--- config.mk ---
export PLATFORM = sky130hd
export DESIGN_NAME = coin_input_conditioner
export DESIGN_NICKNAME = d
export VERILOG_FILES = /design/src/rtl/vm_pkg.sv /design/src/rtl/btn_debounce.sv /design/src/rtl/coin_input_conditioner.sv
export SDC_FILE = /design/constraint.sdc
export NUM_CORES = 1
export LEC_CHECK = 0
export ABC_AREA = 1
export BUFFER_PORTS_ARGS = -buffer_cell sky130_fd_sc_hd__buf_2
export CORE_UTILIZATION = 40
export CTS_BUF_LIST = sky130_fd_sc_hd__clkbuf_4 sky130_fd_sc_hd__clkbuf_8
export DETAILED_ROUTE_END_ITERATION = 12
export HOLD_SLACK_MARGIN = 0.12
export PLACE_DENSITY_LB_ADDON = 0.2
export SYNTH_ARGS = -nofsm -noshare
export SYNTH_HDL_FRONTEND = slang
export SYNTH_HIERARCHICAL = 1
export SYNTH_SLANG_ARGS = --single-unit
--- constraint.sdc ---
create_clock -name clk -period 1.1 [get_ports clk]
set_input_delay 0.22 -clock clk [delete_from_list [all_inputs] [get_ports clk]]
set_output_delay 0.22 -clock clk [all_outputs]
set_load 0.005 [all_outputs]
--- src/rtl/vm_pkg.sv ---
// Shared constants for the vending machine front-end: FSM states, pending-bit
// indices, coin values and the fixed-priority selector.
package vm_pkg;

   typedef enum logic [1:0] {
      IDLE = 2'd0,
      EMIT = 2'd1,
      GAP  = 2'd2
   } state_e;

   localparam int unsigned IDX_C2  = 0;
   localparam int unsigned IDX_C5  = 1;
   localparam int unsigned IDX_C10 = 2;
   localparam int unsigned IDX_REF = 3;
   localparam int unsigned NUM_BTN = 4;

   localparam int unsigned COIN2_VAL  = 2;
   localparam int unsigned COIN5_VAL  = 5;
   localparam int unsigned COIN10_VAL = 10;

   // Lowest set index wins: coin2 > coin5 > coin10 > refund.
   function automatic logic [1:0] prio_sel(input logic [3:0] pend);
      prio_sel = 2'(IDX_REF);
      for (int i = 3; i >= 0; i--) begin
         if (pend[i]) prio_sel = 2'(i);
      end
   endfunction

endpackage

--- src/rtl/btn_debounce.sv ---
// One raw button: 2-flop synchronizer, stability counter and accepted level,
// with a strobe on the edge where the accepted level goes 0->1.
module btn_debounce #(
   parameter int unsigned DEBOUNCE_CYCLES = 4
) (
   input  logic clk,
   input  logic rst,
   input  logic raw,
   output logic stable,
   output logic rise
);

   localparam int unsigned CW = (DEBOUNCE_CYCLES > 2) ? $clog2(DEBOUNCE_CYCLES) : 1;

   logic          sync1_q, sync2_q;
   logic          stable_q, stable_d;
   logic [CW-1:0] cnt_q, cnt_d;
   logic          accept;

   // NOTE: every signal written here gets a default first so no latch is inferred.
   always_comb begin
      stable_d = stable_q;
      cnt_d    = '0;
      accept   = 1'b0;
      if (sync2_q != stable_q) begin
         if (cnt_q == CW'(DEBOUNCE_CYCLES - 1)) begin
            stable_d = sync2_q;
            accept   = 1'b1;
         end else begin
            cnt_d = cnt_q + 1'b1;
         end
      end
   end

   // NOTE: sequential state uses non-blocking assignments only.
   always_ff @(posedge clk) begin
      if (rst) begin
         sync1_q  <= 1'b0;
         sync2_q  <= 1'b0;
         stable_q <= 1'b0;
         cnt_q    <= '0;
      end else begin
         sync1_q  <= raw;
         sync2_q  <= sync1_q;
         stable_q <= stable_d;
         cnt_q    <= cnt_d;
      end
   end

   assign stable = stable_q;
   assign rise   = accept & sync2_q;

endmodule

--- src/rtl/coin_input_conditioner.sv ---
// Debounces the four coin/refund buttons into serialized single-cycle pulses
// and synchronizes the product switches.
module coin_input_conditioner
   import vm_pkg::*;
#(
   parameter int unsigned DEBOUNCE_CYCLES = 4,
   parameter int unsigned PULSE_GAP       = 2
) (
   input  logic       clk,
   input  logic       rst,
   input  logic       btn2_raw,
   input  logic       btn5_raw,
   input  logic       btn10_raw,
   input  logic       btnrefund_raw,
   input  logic [2:0] sw_raw,
   output logic       coin2_pulse,
   output logic       coin5_pulse,
   output logic       coin10_pulse,
   output logic       refund_pulse,
   output logic [2:0] sw_sync,
   output logic       press_drop,
   output logic       busy
);

   localparam int unsigned GW = (PULSE_GAP > 1) ? $clog2(PULSE_GAP) : 1;

   logic [NUM_BTN-1:0] raw_vec, btn_stable, btn_rise, press_set;
   logic [NUM_BTN-1:0] pending_q, pending_d, clr;
   logic [NUM_BTN-1:0] pulse_vec;
   state_e             state_q, state_d;
   logic [1:0]         sel_q, sel_d;
   logic [GW-1:0]      gap_cnt_q, gap_cnt_d;
   logic               drop_q, drop_d, arb;
   logic [2:0]         sw1_q, sw2_q;

   assign raw_vec = {btnrefund_raw, btn10_raw, btn5_raw, btn2_raw};

   for (genvar i = 0; i < NUM_BTN; i++) begin : g_btn
      btn_debounce #(.DEBOUNCE_CYCLES(DEBOUNCE_CYCLES)) u_deb (
         .clk    (clk),
         .rst    (rst),
         .raw    (raw_vec[i]),
         .stable (btn_stable[i]),
         .rise   (btn_rise[i])
      );
   end

   assign press_set = btn_rise & ~btn_stable;

   // Arbitration happens in IDLE and on the last gap cycle, so pulses can run back to back.
   always_comb begin
      state_d   = state_q;
      sel_d     = sel_q;
      gap_cnt_d = gap_cnt_q;
      clr       = '0;
      arb       = 1'b0;
      case (state_q)
         IDLE: arb = 1'b1;
         EMIT: begin
            if (PULSE_GAP == 0) begin
               arb = 1'b1;
            end else begin
               state_d   = GAP;
               gap_cnt_d = '0;
            end
         end
         GAP: begin
            if (gap_cnt_q == GW'(PULSE_GAP - 1)) arb = 1'b1;
            else                                 gap_cnt_d = gap_cnt_q + 1'b1;
         end
         default: state_d = IDLE;
      endcase
      if (arb) begin
         state_d = IDLE;
         if (|pending_q) begin
            sel_d   = prio_sel(pending_q);
            clr     = 4'b0001 << sel_d;
            state_d = EMIT;
         end
      end
      pending_d = (pending_q | press_set) & ~clr;
      drop_d    = |(press_set & pending_q & ~clr);
   end

   always_ff @(posedge clk) begin
      if (rst) begin
         state_q   <= IDLE;
         sel_q     <= '0;
         gap_cnt_q <= '0;
         pending_q <= '0;
         drop_q    <= 1'b0;
         sw1_q     <= '0;
         sw2_q     <= '0;
      end else begin
         state_q   <= state_d;
         sel_q     <= sel_d;
         gap_cnt_q <= gap_cnt_d;
         pending_q <= pending_d;
         drop_q    <= drop_d;
         sw1_q     <= sw_raw;
         sw2_q     <= sw1_q;
      end
   end

   assign pulse_vec    = (state_q == EMIT) ? (4'b0001 << sel_q) : 4'b0000;
   assign coin2_pulse  = pulse_vec[IDX_C2];
   assign coin5_pulse  = pulse_vec[IDX_C5];
   assign coin10_pulse = pulse_vec[IDX_C10];
   assign refund_pulse = pulse_vec[IDX_REF];
   assign sw_sync      = sw2_q;
   assign press_drop   = drop_q;
   assign busy         = (|pending_q) || (state_q != IDLE);

endmodule

Word-level counts from Yosys, hierarchy flattened
Cells that the tools add are included.
{"block": "word_totals", "ff_bits": 36, "latch_bits": 0, "ram_bits": 0, "mem_bits_ro": 0, "inputBits": 9, "output_inout_bits": 9, "elab_cells": 95, "memories": 0}
{"block": "op_classes", "n_addsub": 5, "mul": 0, "div_mod_pow": 0, "order_cmp": 0, "eq_ne": 11, "shifts": 2, "muxes": 23, "bitwise_logic": 15, "n_reduce_logical": 16}
{"op": "$and 4x4->4", "count": 4}
{"op": "$mux 1", "count": 12}
{"op": "$mux 4", "count": 3}
{"op": "$reduce_or 3->1", "count": 4}
{"op": "$eq 2x2->1 const B", "count": 5}
{"op": "$mux 2", "count": 5}
{"op": "$reduce_and 2->1", "count": 5}
{"op": "$add 2x1->2 const B", "count": 4}
{"op": "$not 4->4", "count": 2}
{"op": "$reduce_or 4->1", "count": 2}
{"op": "$shl 1x2->4 const A", "count": 2}
{"op": "$and 1x1->1", "count": 4}
{"op": "$ne 1x1->1", "count": 4}
{"op": "$not 1->1", "count": 4}
{"op": "$or 4x4->4", "count": 1}
{"op": "$pmux 1 s2", "count": 2}
{"op": "$pmux 2 s2", "count": 1}
{"op": "$reduce_bool 2->1", "count": 2}
{"op": "$eq 2x1->1 const B", "count": 1}
{"op": "$logic_not 2->1", "count": 1}
{"op": "$ne 2x1->1 const B", "count": 1}
{"op": "$reduce_or 2->1", "count": 1}
{"op": "$add 1x1->1 const B", "count": 1}
{"op": "$logic_or 1x1->1", "count": 1}

Longest topological paths before layout
{"block": "depth", "word_depth": 11, "depth_mapped": 9, "ltp_nobuf": 9}

Cells and area by module
Netlist, hierarchy kept.
{"module": "btn_debounce", "instances": 4, "cells_each": 23, "area_per_inst_um2": 190.2, "seq_area_each_um2": 100.1}
{"module": "coin_input_conditioner", "instances": 1, "cells_each": 101, "area_per_inst_um2": 719.4, "seq_area_each_um2": 320.3}

Worst setup path after synthesis
Ideal clock, no wire load.
{"block": "synth_path", "path_kind": "register -> register", "startpoint": "register state_q[0]", "endpoint": "register state_q[1]", "setup_time_ns": 0.120, "arrival_ns": 1.058, "required_time_ns": 0.980, "setup_slack_ns": -0.079, "stages_incl_launch_ff": 9, "path_buffers": 0, "synth_period_minus_slack_ns": 1.179, "cell_sequence": "dfxtp_1 -> inv_1 -> ha_1 -> nand2_1 -> nand2_4 -> inv_2 -> nand2_1 -> o21ai_1 -> a21oi_1"}
{"block": "synth_via", "elab_chain_len": 4, "elab_cells_between_ends": 8, "classes_between": "3 x eq/ne; 3 x mux; 2 x reduce/logical"}
{"element": "start: declaration", "line": "coin_input_conditioner.sv:30", "source": "state_e state_q, state_d;"}
{"element": "start signal: assignment", "line": "coin_input_conditioner.sv:95", "source": "state_q <= state_d;"}
{"element": "$eq 2x2->1 or $logic_not 2->1 (tied branches)", "line": "coin_input_conditioner.sv:57", "source": "case (state_q)"}
{"element": "$reduce_or 2->1 (no line)"}
{"element": "$pmux 2 s2", "line": "coin_input_conditioner.sv:57"}
{"element": "$mux 2", "line": "coin_input_conditioner.sv:73", "source": "if (arb) begin"}
Several ways; a longest one is shown, not always the timed one. The select of a mux whose other input is x is not followed.
A chain may end at the register's enable or synchronous reset.

Worst setup path in the final report
{"block": "layout_path", "startpoint": "register state_q[0]", "endpoint": "output port busy"}
{"block": "layout_via", "elab_chain_len": 2}
{"element": "$reduce_bool 2->1", "line": "coin_input_conditioner.sv:112", "source": "assign busy = (|pending_q) || (state_q != IDLE);"}
{"element": "$logic_or 1x1->1", "line": "coin_input_conditioner.sv:112"}
{"element": "end: declaration", "line": "coin_input_conditioner.sv:22", "source": "output logic busy"}
No other way between the ends.

==> metrics.md <==
| Metric | Value |
|---|---|
| Met2 wire len | 1140 um |
| Most frequent cells in the layout | 38 x inv_1, 34 x dfxtp_1, 30 x nor2_1, 26 x nand2_1, 17 x buf_2 |
| Register area share after synthesis | 48.7% |
| Syn_nets | 209 |
| Net count reported at finish | 249 |
| Crit start category | register |
| VDD IR-drop max | 0.832 mV |
| Post-DP HPWL | 1720 um |
| Hold slack | 0.131 ns |
| Final worst slack | -0.220 ns |
| Yosys warns | 6 |
| CTS buffer count | 5 |
| Kind of critical path | reg -> out |
| Placed insts | 270 |
| N_diodes | 0 |
| ANT nets after route | 0 |
| Highest clock rate | 758 MHz |
| Relative slew slack | 82.8% |
| Most common cell after layout, fill and taps aside | inv_1 |
| Final Skew | 0.00270 ns |
| First-pass GRT wire length | 4230 um |
| Cells after Synth | 193 |
| Min Tclk post-route | 1.32 ns |
| All-Layer GR Usage | 13.8% |
| Placed Area | 1760 um^2 |
| Cell Count, Final, Fillers Out | 279 |
| DRT met1 WL | 1120 um |
| Die area | 3950 um^2 |
| TritonRoute pass-1 iters | 4 |
| Final Max Tran Viols | 0 |
| Worst hold path depth | 3 |
| Initial antenna violation count | 0 |
| FP Rows | 21 |
| Post-synthesis average cell area | 7.67 um^2 |
| Clock Tree Buf Depth | 2 |
| TNS Setup | -1.48 ns |
| Total core area | 3440 um^2 |
| Worst Path Arrival | 1.10 ns |
| #FFs+latches synth | 36 |
| CTS Root Cell | clkbuf_8 |
| CP endpoint kind | primary output |
| Clk_lat worst skew | 0.29 ns |
| Ports | 18 |
| Largest net degree at the start of global routing | 12 |
| Endpoints failing hold | 0 |
| Via/cell ratio | 4.35 |
| Global route total overflow | 0 |
| Area Growth Syn to Fin | 33.9% |
| Placer Congestion | 0.764 |
| Failing checks | negative setup slack |
| Die Wd | 62.8 um |
| Pre-CTS setup slack | -0.0826 ns |
| Leakage | 0.908 nW |
| Unique cell type count in the Yosys netlist | 18 |
| Top Layer Used | met4 |
| DRC | 0 |
| Crit path max fanout | 3 |
| # setup viols final | 13 |
| Initial detailed-routing violation count | 19 |
| Design Area, Final | 1980 um^2 |
| R2R depth | 9 |
| H-tree Lvls | 2 |
| Initial Util | 43.0% |
| Routed vias | 1214 |
| Clock sinks | 36 |
| Crit share post-route | 120% |
| Fraction of layout cells with a size suffix above 1 | 35.2% |
| Met3 wire length | 100 um |
| CP required | 0.88 ns |
| PortBufs | 17 |
| RSZ-0062 raised after global routing | true |
| Die Y-Extent | 62.8 um |
| Mapped cell area | 1480 um^2 |
| Final wirelength | 2420 um |
| Power density over the cells | 1180 nW/um^2 |
| Max cap viols | 0 |
| Vias in the first global route | 1072 |
| Type of the worst min-delay path | in -> reg |
| Post-DR wirelength/cell | 8.68 um |
| Slew @ Worst Pin | 0.257 ns |
| CTS clk-pin slew, worst paths | 0.07 ns |
| Status | finished with violations |
| CTS tree | built |
-- cell type report --
type                    count  area, um^2
clock inverters             1        5.00
well taps                  46        57.6
clock buffers               6        76.3
inverters                  43         176
fillers                   303        1460
multi-input cells         113         726
repair buffers             34         215
flip-flops and latches     36         726
-- worst paths after layout --
kind                           from  slack (ns)                endpoint
max                      state_q[0]       -0.22                    busy
min                       sw_raw[1]        0.13                sw1_q[1]
max reg2reg              state_q[1]       -0.13              press_drop
min reg2reg  g_btn[2].u_deb/sync1_q        0.40  g_btn[2].u_deb/sync2_q
-- kinds of logic after synthesis --
group                      share of synthesized area [%]
and+or+nand+nor                                     28.5
buffers and inverters                               11.2
DFF                                                 48.7
AOI/OAI and AO/OA                                   5.75
adders and majority gates                           5.92
-- critical path, stage by stage, from the launching register on --
cell     delay, ns
dfxtp_4       0.37
inv_4         0.08
ha_4          0.14
nand4_1       0.09
buf_2         0.14
-- cells in the mapped netlist --
cell type	count	share of area (%)
inv_2	1	0.25
dfxtp_1	36	49
nor2_2	5	2.1
nand3_2	5	3.4
nor3_1	7	2.4
nand2_2	1	0.42
a21oi_1	7	2.4
nand2_1	29	7.4
o21ai_0	8	2.7
nand3_1	6	2.0
ha_1	7	5.9
nand4_1	1	0.42
inv_1	42	11
nor2_1	30	7.6
clkbuf_1	1	0.25
o21ai_1	2	0.68
and3_2	4	2.0
nand2_4	1	0.76
-- state kept, by name (all words and copies together), names as in the netlist --
signal,count
g_btn.u_deb/cnt_q,8
g_btn.u_deb/stable,4
g_btn.u_deb/sync1_q,4
g_btn.u_deb/sync2_q,4
gap_cnt_q,1
pending_q,4
press_drop,1
sel_q,2
state_q,2
sw1_q,3
sw_sync,3
-- what timing repair did --
action | 4_1_cts | 5_1_grt
hold endpoints to repair | 1 | 0
hold buffers | 1 | 0
buffers inserted | 1 | 0
resized for setup | 15 | 19
pin swaps | 5 | 6
setup endpoints to repair | 11 | 16
-- where the power goes --
part / switching, mW / internal (mW)
sequential: 0.0105 / 1.33
clock: 0.440 / 0.454
combinational: 0.0538 / 0.0457
total: 0.504 / 1.83
-- metal layers --
metal | vias to the layer above | global-route usage, %
met5 | - | 0
met4 | 0 | 6.98
met3 | 8 | 5.66
met2 | 18 | 22.0
met1 | 522 | 15.7
li1 | 666 | -
-- per-stage QoR --
stage | power, mW | utilization [%]
6_report | 2.33 | 57.6
3_5_place_dp | 1.47 | 51.0
3_3_place_gp | 1.47 | 51.0
2_1_floorplan | 1.42 | -
5_1_grt | 2.45 | 57.6
4_1_cts | 2.38 | 55.2
(Power assumes the default switching activity.)
